`src/rtl/macrow_out_buf.sv`:
```
// macrow_out_buf: first-word-fall-through result FIFO for one MAC row, with sticky overflow flag.
// Optional build macro MACROW_OUT_RELU_EN applies FP16 ReLU to entries on write; NaN is passed through.
module macrow_out_buf #(
    parameter int DEPTH = 8,
    parameter int CW    = 4
) (
    input  logic          clk,
    input  logic          reset_n,
    input  logic          valid_i,
    input  logic [15:0]   Y_i,
    input  logic          clr_i,
    input  logic          ready_i,
    output logic          valid_o,
    output logic [15:0]   Y_o,
    output logic          full_o,
    output logic          empty_o,
    output logic [CW-1:0] count_o,
    output logic          ovf_o
);
    localparam int AW = $clog2(DEPTH);

    logic [15:0]   mem [DEPTH];
    logic [AW-1:0] wr_ptr, rd_ptr, rd_nxt;
    logic [CW-1:0] count, cnt_nxt;
    logic [15:0]   y_q, din;
    logic          ovf, push, pop;

    assign empty_o = (count == '0);
    assign full_o  = (count == CW'(DEPTH));
    assign valid_o = !empty_o;
    assign count_o = count;
    assign ovf_o   = ovf;
    assign Y_o     = y_q;

    // Handshake decode, next read pointer / count, and write-data conditioning.
    always_comb begin
        pop     = valid_o && ready_i;
        push    = valid_i && (!full_o || pop);
        rd_nxt  = pop ? rd_ptr + AW'(1) : rd_ptr;
        cnt_nxt = count + CW'(push) - CW'(pop);
`ifdef MACROW_OUT_RELU_EN
        din     = (Y_i[15] && !(&Y_i[14:10] && |Y_i[9:0])) ? 16'h0000 : Y_i;
`else
        din     = Y_i;
`endif
    end

    // Pointer, count, overflow and registered head; the head is taken from the incoming word when it becomes the oldest entry.
    always_ff @(posedge clk or negedge reset_n) begin
        if (!reset_n) begin
            wr_ptr <= '0;
            rd_ptr <= '0;
            count  <= '0;
            ovf    <= 1'b0;
            y_q    <= 16'h0000;
        end else if (clr_i) begin
            wr_ptr <= '0;
            rd_ptr <= '0;
            count  <= '0;
            ovf    <= 1'b0;
        end else begin
            wr_ptr <= push ? wr_ptr + AW'(1) : wr_ptr;
            rd_ptr <= rd_nxt;
            count  <= cnt_nxt;
            ovf    <= ovf || (valid_i && !push);
            if (cnt_nxt != '0)
                y_q <= (push && wr_ptr == rd_nxt) ? din : mem[rd_nxt];
        end
    end

    // Storage array; contents need no reset because the head register masks them.
    always_ff @(posedge clk) begin
        if (push && !clr_i)
            mem[wr_ptr] <= din;
    end
endmodule

```
`config.mk`:
```
export PLATFORM = sky130hd
export DESIGN_NAME = macrow_out_buf
export DESIGN_NICKNAME = d
export VERILOG_FILES = /design/src/rtl/macrow_out_buf.sv
export SDC_FILE = /design/constraint.sdc
export NUM_CORES = 1
export LEC_CHECK = 0
export ABC_AREA = 1
export BUFFER_PORTS_ARGS = -buffer_cell sky130_fd_sc_hd__buf_2
export CAP_MARGIN = 40
export CELL_PAD_IN_SITES_DETAIL_PLACEMENT = 1
export CELL_PAD_IN_SITES_GLOBAL_PLACEMENT = 1
export CORE_MARGIN = 4
export CORE_UTILIZATION = 45
export DETAILED_ROUTE_END_ITERATION = 10
export PLACE_DENSITY_LB_ADDON = 0.08
export RECOVER_POWER = 100
export SYNTH_ARGS = -nofsm -noshare
export SYNTH_HDL_FRONTEND = slang
export SYNTH_SLANG_ARGS = --single-unit
```
`constraint.sdc`:
```
create_clock -name clk -period 3.8 [get_ports clk]
set_input_delay 1.14 -clock clk [delete_from_list [all_inputs] [get_ports clk]]
set_output_delay 1.14 -clock clk [all_outputs]
set_load 0.1 [all_outputs]
```
After elaboration in Yosys (flattened, before gate mapping)

Memories as Yosys holds them, arrays and structs flattened. A register that Yosys moved wholly into a read port is not among the register bits.
Index checks and enable logic that the tools add are counted.

Input port bits: 21
Flip-flop bits (word level): 11
Memory bits (writable): 128
Memories kept: 1

Memory list:

| name | depth | bits a word | read ports | clocked after Yosys merged registers in | write ports | line | text |
|---|---|---|---|---|---|---|---|
| mem  | 8     | 16          | 1          | 1                                       | 1           | 22   | `logic [15:0] mem [DEPTH];` |

$add $sub $neg: 4
Equal/unequal tests: 1
Reduce and logical (&&, ||, !) cells: 15
Mux-type cells: 8
Bitwise logic cells: 1

Operators by type and width:

| cell                                                           | count |
|---|---|
| 3-bit 2-to-1 mux                                               | 4 |
| 3-bit by 1-bit adder with 3-bit output (second input constant) | 2 |
| 1-bit zero test                                                | 5 |
| 4-bit by 1-bit adder with 4-bit output                         | 1 |
| 4-bit == test (second input constant)                          | 1 |
| 1-bit logical AND                                              | 4 |
| 4-bit zero test                                                | 1 |
| 4-bit 2-to-1 mux                                               | 1 |
| 4-bit nonzero test                                             | 1 |
| 4-bit by 1-bit subtractor with 4-bit output                    | 1 |
| 1-bit 2-to-1 mux                                               | 3 |
| 1-bit logical OR                                               | 2 |
| 2-bit AND reduction                                            | 1 |
| 2-bit nonzero test                                             | 1 |
| 1-bit NOT                                                      | 1 |

Longest topological paths before layout

Depth after elaboration: 9
Gate-level depth with buffers: 17
Depth with buffers taken out: 16

Least setup slack after synthesis

No wires, ideal clock.

Path type: reg-to-reg
Start: reg count[3], in the netlist count_o[3]
End: reg y_q[10], in the netlist Y_o[10], read port of mem
Stages on the path, launching flop included: 16
Clock period less this slack: 5.676 ns
Data arrival time: 5.609 ns
Path slack: -1.876 ns
Cells stage by stage: dfrtp_1 > ha_1 > nor3b_1 > nand2_2 > nand3_1 > nand2_1 > ha_1 > fa_1 > xnor2_1 > nor2_1 > nor3_1 > nand2_1 > inv_1 > clkbuf_1 > nand2_1 > nand2_1

Elaborated cells on any way between the ends: 12
Those cells by class: add/sub: 2; eq/ne: 1; mux: 1; reduce/logical: 8

RTL lines:

| element                                     | line | text |
|---|---|---|
| start: declaration                          | 24   | `logic [CW-1:0] count, cnt_nxt;` |
| start signal: assignment                    | 64   | `count <= cnt_nxt;` |
| 4-bit == test                               | 29   | `assign full_o = (count == CW'(DEPTH));` |
| net full_o                                  | 15   | `output logic full_o,` |
| 1-bit zero test                             | 38   | `push = valid_i && (!full_o \|\| pop);` |
| 1-bit logical OR                            | 38   |  |
| 1-bit logical AND                           | 38   |  |
| 4-bit by 1-bit adder with 4-bit output      | 40   | `cnt_nxt = count + CW'(push) - CW'(pop);` |
| 4-bit by 1-bit subtractor with 4-bit output | 40   |  |
| 4-bit nonzero test                          | 66   | `if (cnt_nxt != '0)` |
| 2-bit AND reduction (no source line)        | -    |  |
| end: declaration                            | 25   | `logic [15:0] y_q, din;` |

The timed path passes the listed nets, and every way through them passes these cells.
A chain may end at the register's enable or synchronous reset.

Worst setup path after layout

Start: reg count[2], in the netlist count_o[2]
End: out full_o

Longest elaborated chain between the ends: 1

Ends and longest elaborated chain:

| element          | line |
|---|---|
| 4-bit == test    | 29 |
| end: declaration | 15 |

No other way between the ends.

==> results.txt <==
* Multi-input gate area: 0.00208 mm^2
- Fraction of final layout cells with drive strength greater than 1: 9.64%
- At the worst endpoint, the required time is 2.66 ns.
- The number of antenna violations at the first check in global routing is 0.
- Setup repair after global routing left no endpoint under its margin.
- Starting density of the core: 46.0%
- Number of buffers inserted by port buffering: 44
- In the routed design, unresolved DRC markers number 0.
- The worst pin sits at a relative slew slack of 2.96%.
- The number of antenna diodes in the final layout is 0.
- Detailed router's first-iteration violation count: 306
- Area of the mapped netlist: 0.00730 mm^2
* Total of max-cap violations: 0
- Setup slack on the worst reg-to-reg path comes out at 0.45 ns.
- Gate Count Post-Synth: 722
- Worst-skew pair later-pin latency: 0.43 ns
- Root Driver: sky130_fd_sc_hd__clkbuf_16
- Final worst-path cycle share: 90.5%
- Htree depth: 4
- Via density per instance: 5.40
- Number of nets still failing antenna checks after routing: 0
* Busiest layer in global routing: met2
- The analysis attributes to cell leakage a power of 3.58 nW.
* Count of hold buffers inserted by post-cts repair: 0
- DP Worst Slack: 0.262 ns
- DP Area: 0.00787 mm^2
- Entering global routing, the biggest net connects 39 pins.
- Global routing used 22.9% of the available tracks.
- The die is 135 um wide.
* Setup-failing EPs final: 0
- The die covers 0.0183 mm^2.
* CTS buffer count: 17
* Maximum clock rate: 0.291 GHz
- Placer's final routability congestion estimate: 0.818
- Warning count from the yosys run: 0
- The first detailed-routing pass ran for 5 iterations.
- Number of global-route vias before repair: 5562
- The critical path is of the reg -> out type.
- Register area share after synthesis: 61.9%
* Total of cells resized after clock tree synthesis: 0
- Worst slew pin tran: 1.46 ns
- Hold_ws: 0.476 ns
- After layout, the minimum clock period comes to 3.44 ns.
* Clk sink count: 155
* WP data arrival: 2.30 ns
* Met1 track utilization from global routing: 28.4%
- The run finished with clean final reports.
* Number of max-slew violations in the final report: 0
- Design area: 0.00833 mm^2
* Number of fillers in the final layout: 1816
- After detailed routing, the total wire length is 20100 um.
- Maximum fanout along the worst path: 3
* Setup TNS: 0 ns
- Chip height: 135 um
- The routed layout has 5423 vias.
* Element type at the critical path end: output pin
* Post-synth cell types: 28
- TritonCTS built the clock tree.
* Clock transition at the registers of the reported paths: 0.07 ns
* Number of nets in the final layout: 804
* Global-route wire length before repair: 31100 um
- Summed over all layers, the global routing overflow is 0.
- Final HPWL DP: 12800 um
- The region available for standard cell placement spans 0.0159 mm^2.
- After layout, the design draws a total of 7.94 mW.
- Relative to the synthesized area, the layout overhead comes to 14.1%.
* Power Density: 953 mW/mm^2
- The number of hold violations in the final report came to 0.
- After clock tree synthesis, the setup repair step added 0 buffers.
* Number of ports placed on the die boundary: 45
- On the final layout, the worst clock skew is 0.00858 ns.
- Worst-case setup margin in the final layout: 0.361 ns
- HP Class: reg -> reg
- Of all flip-flops after synthesis, the portion carrying an async set or reset was 17.4%.
- Register bit count reported by yosys: 155
- Met3 track demand over resource in global routing: 3.86%
- Maximum count of clock buffers along a single path: 2
* Post-synth EDFFs: 128
- STA classifies the critical path startpoint as a flip-flop.
- The most used flip-flop cell after synthesis is sky130_fd_sc_hd__edfxtp_1.
* Seq. cell area: 0.00453 mm^2
* Average detailed-routed wire length per instance: 20.0 um
* Worst vdd ir: 0.535 mV
* Post-Synthesis Net Count: 751
- Number of placement rows: 46
- Global routing used 40.1% of the available met2 tracks.
- Averaged over all synthesized cells, the footprint is 10.1 um^2.
-- cell type report --
type / count / area share (%)
multi-input combinational: 399 / 25.0
inverter: 130 / 5.86
clock inverter: 14 / 2.31
sequential: 155 / 54.4
timing repair buffer: 72 / 4.08
tap: 216 / 3.24
clock buffer: 18 / 5.15
-- final timing paths --
path,startpoint,end,cells after the start
worst max-delay path,count_o[2],full_o,4
max in group asynchronous,reset_n,count_o[3],1
min in group asynchronous,reset_n,count_o[1],1
worst max register to register,count_o[2],Y_o[14],12
worst min-delay path,Y_o[1],Y_o[1],2
worst min register to register,Y_o[1],Y_o[1],2
-- per-layer routing --
metal	part of all wire [%]	up-vias	routed length [um]
li1	-	2528	-
met5	0	-	0
met3	3.8	34	758
met2	52	135	10500
met4	2.3	0	461
met1	42	2726	8410
-- cells in the final DEF, fill, tap and decap left out, drive strengths merged, types with 2 or more instances in the layout --
cell type and n:
bufinv 4, nand3b 16, inv 133, nand4 16, ha 7, clkinv 5
buf 17, dfrtp 27, clkinvlp 2, clkbuf 73, nand3 205, edfxtp 128
xnor2 3, nand2 123, nor2 17, o21ai 4, a21oi 4
-- logic make-up after synthesis --
group	after synthesis	share of synthesized area [%]
simple gates	380	26.1
buf+inv	168	9.44
flops	155	61.9
compound gates	8	0.754
xor+xnor	3	0.360
fa+ha+maj	8	1.47
-- flip-flops by register name, indices dropped and copies added, names as in the netlist --
register  flops
rd_ptr        3
count_o       4
mem         128
Y_o          16
wr_ptr        3
ovf_o         1
-- power breakdown --
group,switching (mW),total (mW),internal [mW]
Clock,0.700,1.80,1.10
Sequential,0.102,2.14,2.04
Combinational,3.07,4.00,0.933
Total,3.87,7.94,4.07
-- metrics by stage --
stage,std cells,util [%]
CTS,1004,53.4
global placement,972,49.5
detailed placement,972,49.5
floorplan,722,-
global route,1004,52.5
finish,1004,52.5
-- cell usage after synthesis, types with 3 or more instances --
cell | n | share of area, %
sky130_fd_sc_hd__nand3_1 | 193 | 13
sky130_fd_sc_hd__nand2_1 | 114 | 5.9
sky130_fd_sc_hd__inv_1 | 130 | 6.7
sky130_fd_sc_hd__buf_2 | 23 | 1.6
sky130_fd_sc_hd__edfxtp_1 | 128 | 53
sky130_fd_sc_hd__xnor2_1 | 3 | 0.36
sky130_fd_sc_hd__nand4_1 | 16 | 1.4
sky130_fd_sc_hd__o21ai_0 | 3 | 0.21
sky130_fd_sc_hd__ha_1 | 7 | 1.2
sky130_fd_sc_hd__clkbuf_1 | 8 | 0.41
sky130_fd_sc_hd__nand3b_1 | 16 | 1.6
sky130_fd_sc_hd__nand3_2 | 11 | 1.5
sky130_fd_sc_hd__nor2_1 | 14 | 0.72
sky130_fd_sc_hd__buf_4 | 6 | 0.62
sky130_fd_sc_hd__dfrtp_1 | 27 | 9.3
sky130_fd_sc_hd__nand2_2 | 7 | 0.60
sky130_fd_sc_hd__a21oi_1 | 3 | 0.21
-- critical path: stages (launching register included) --
cell                       delay, ns
sky130_fd_sc_hd__dfrtp_4        0.47
sky130_fd_sc_hd__inv_1          0.10
sky130_fd_sc_hd__ha_1           0.16
sky130_fd_sc_hd__nor3b_4        0.24
sky130_fd_sc_hd__clkbuf_1       0.89
Power figures use the tool's default switching activity.
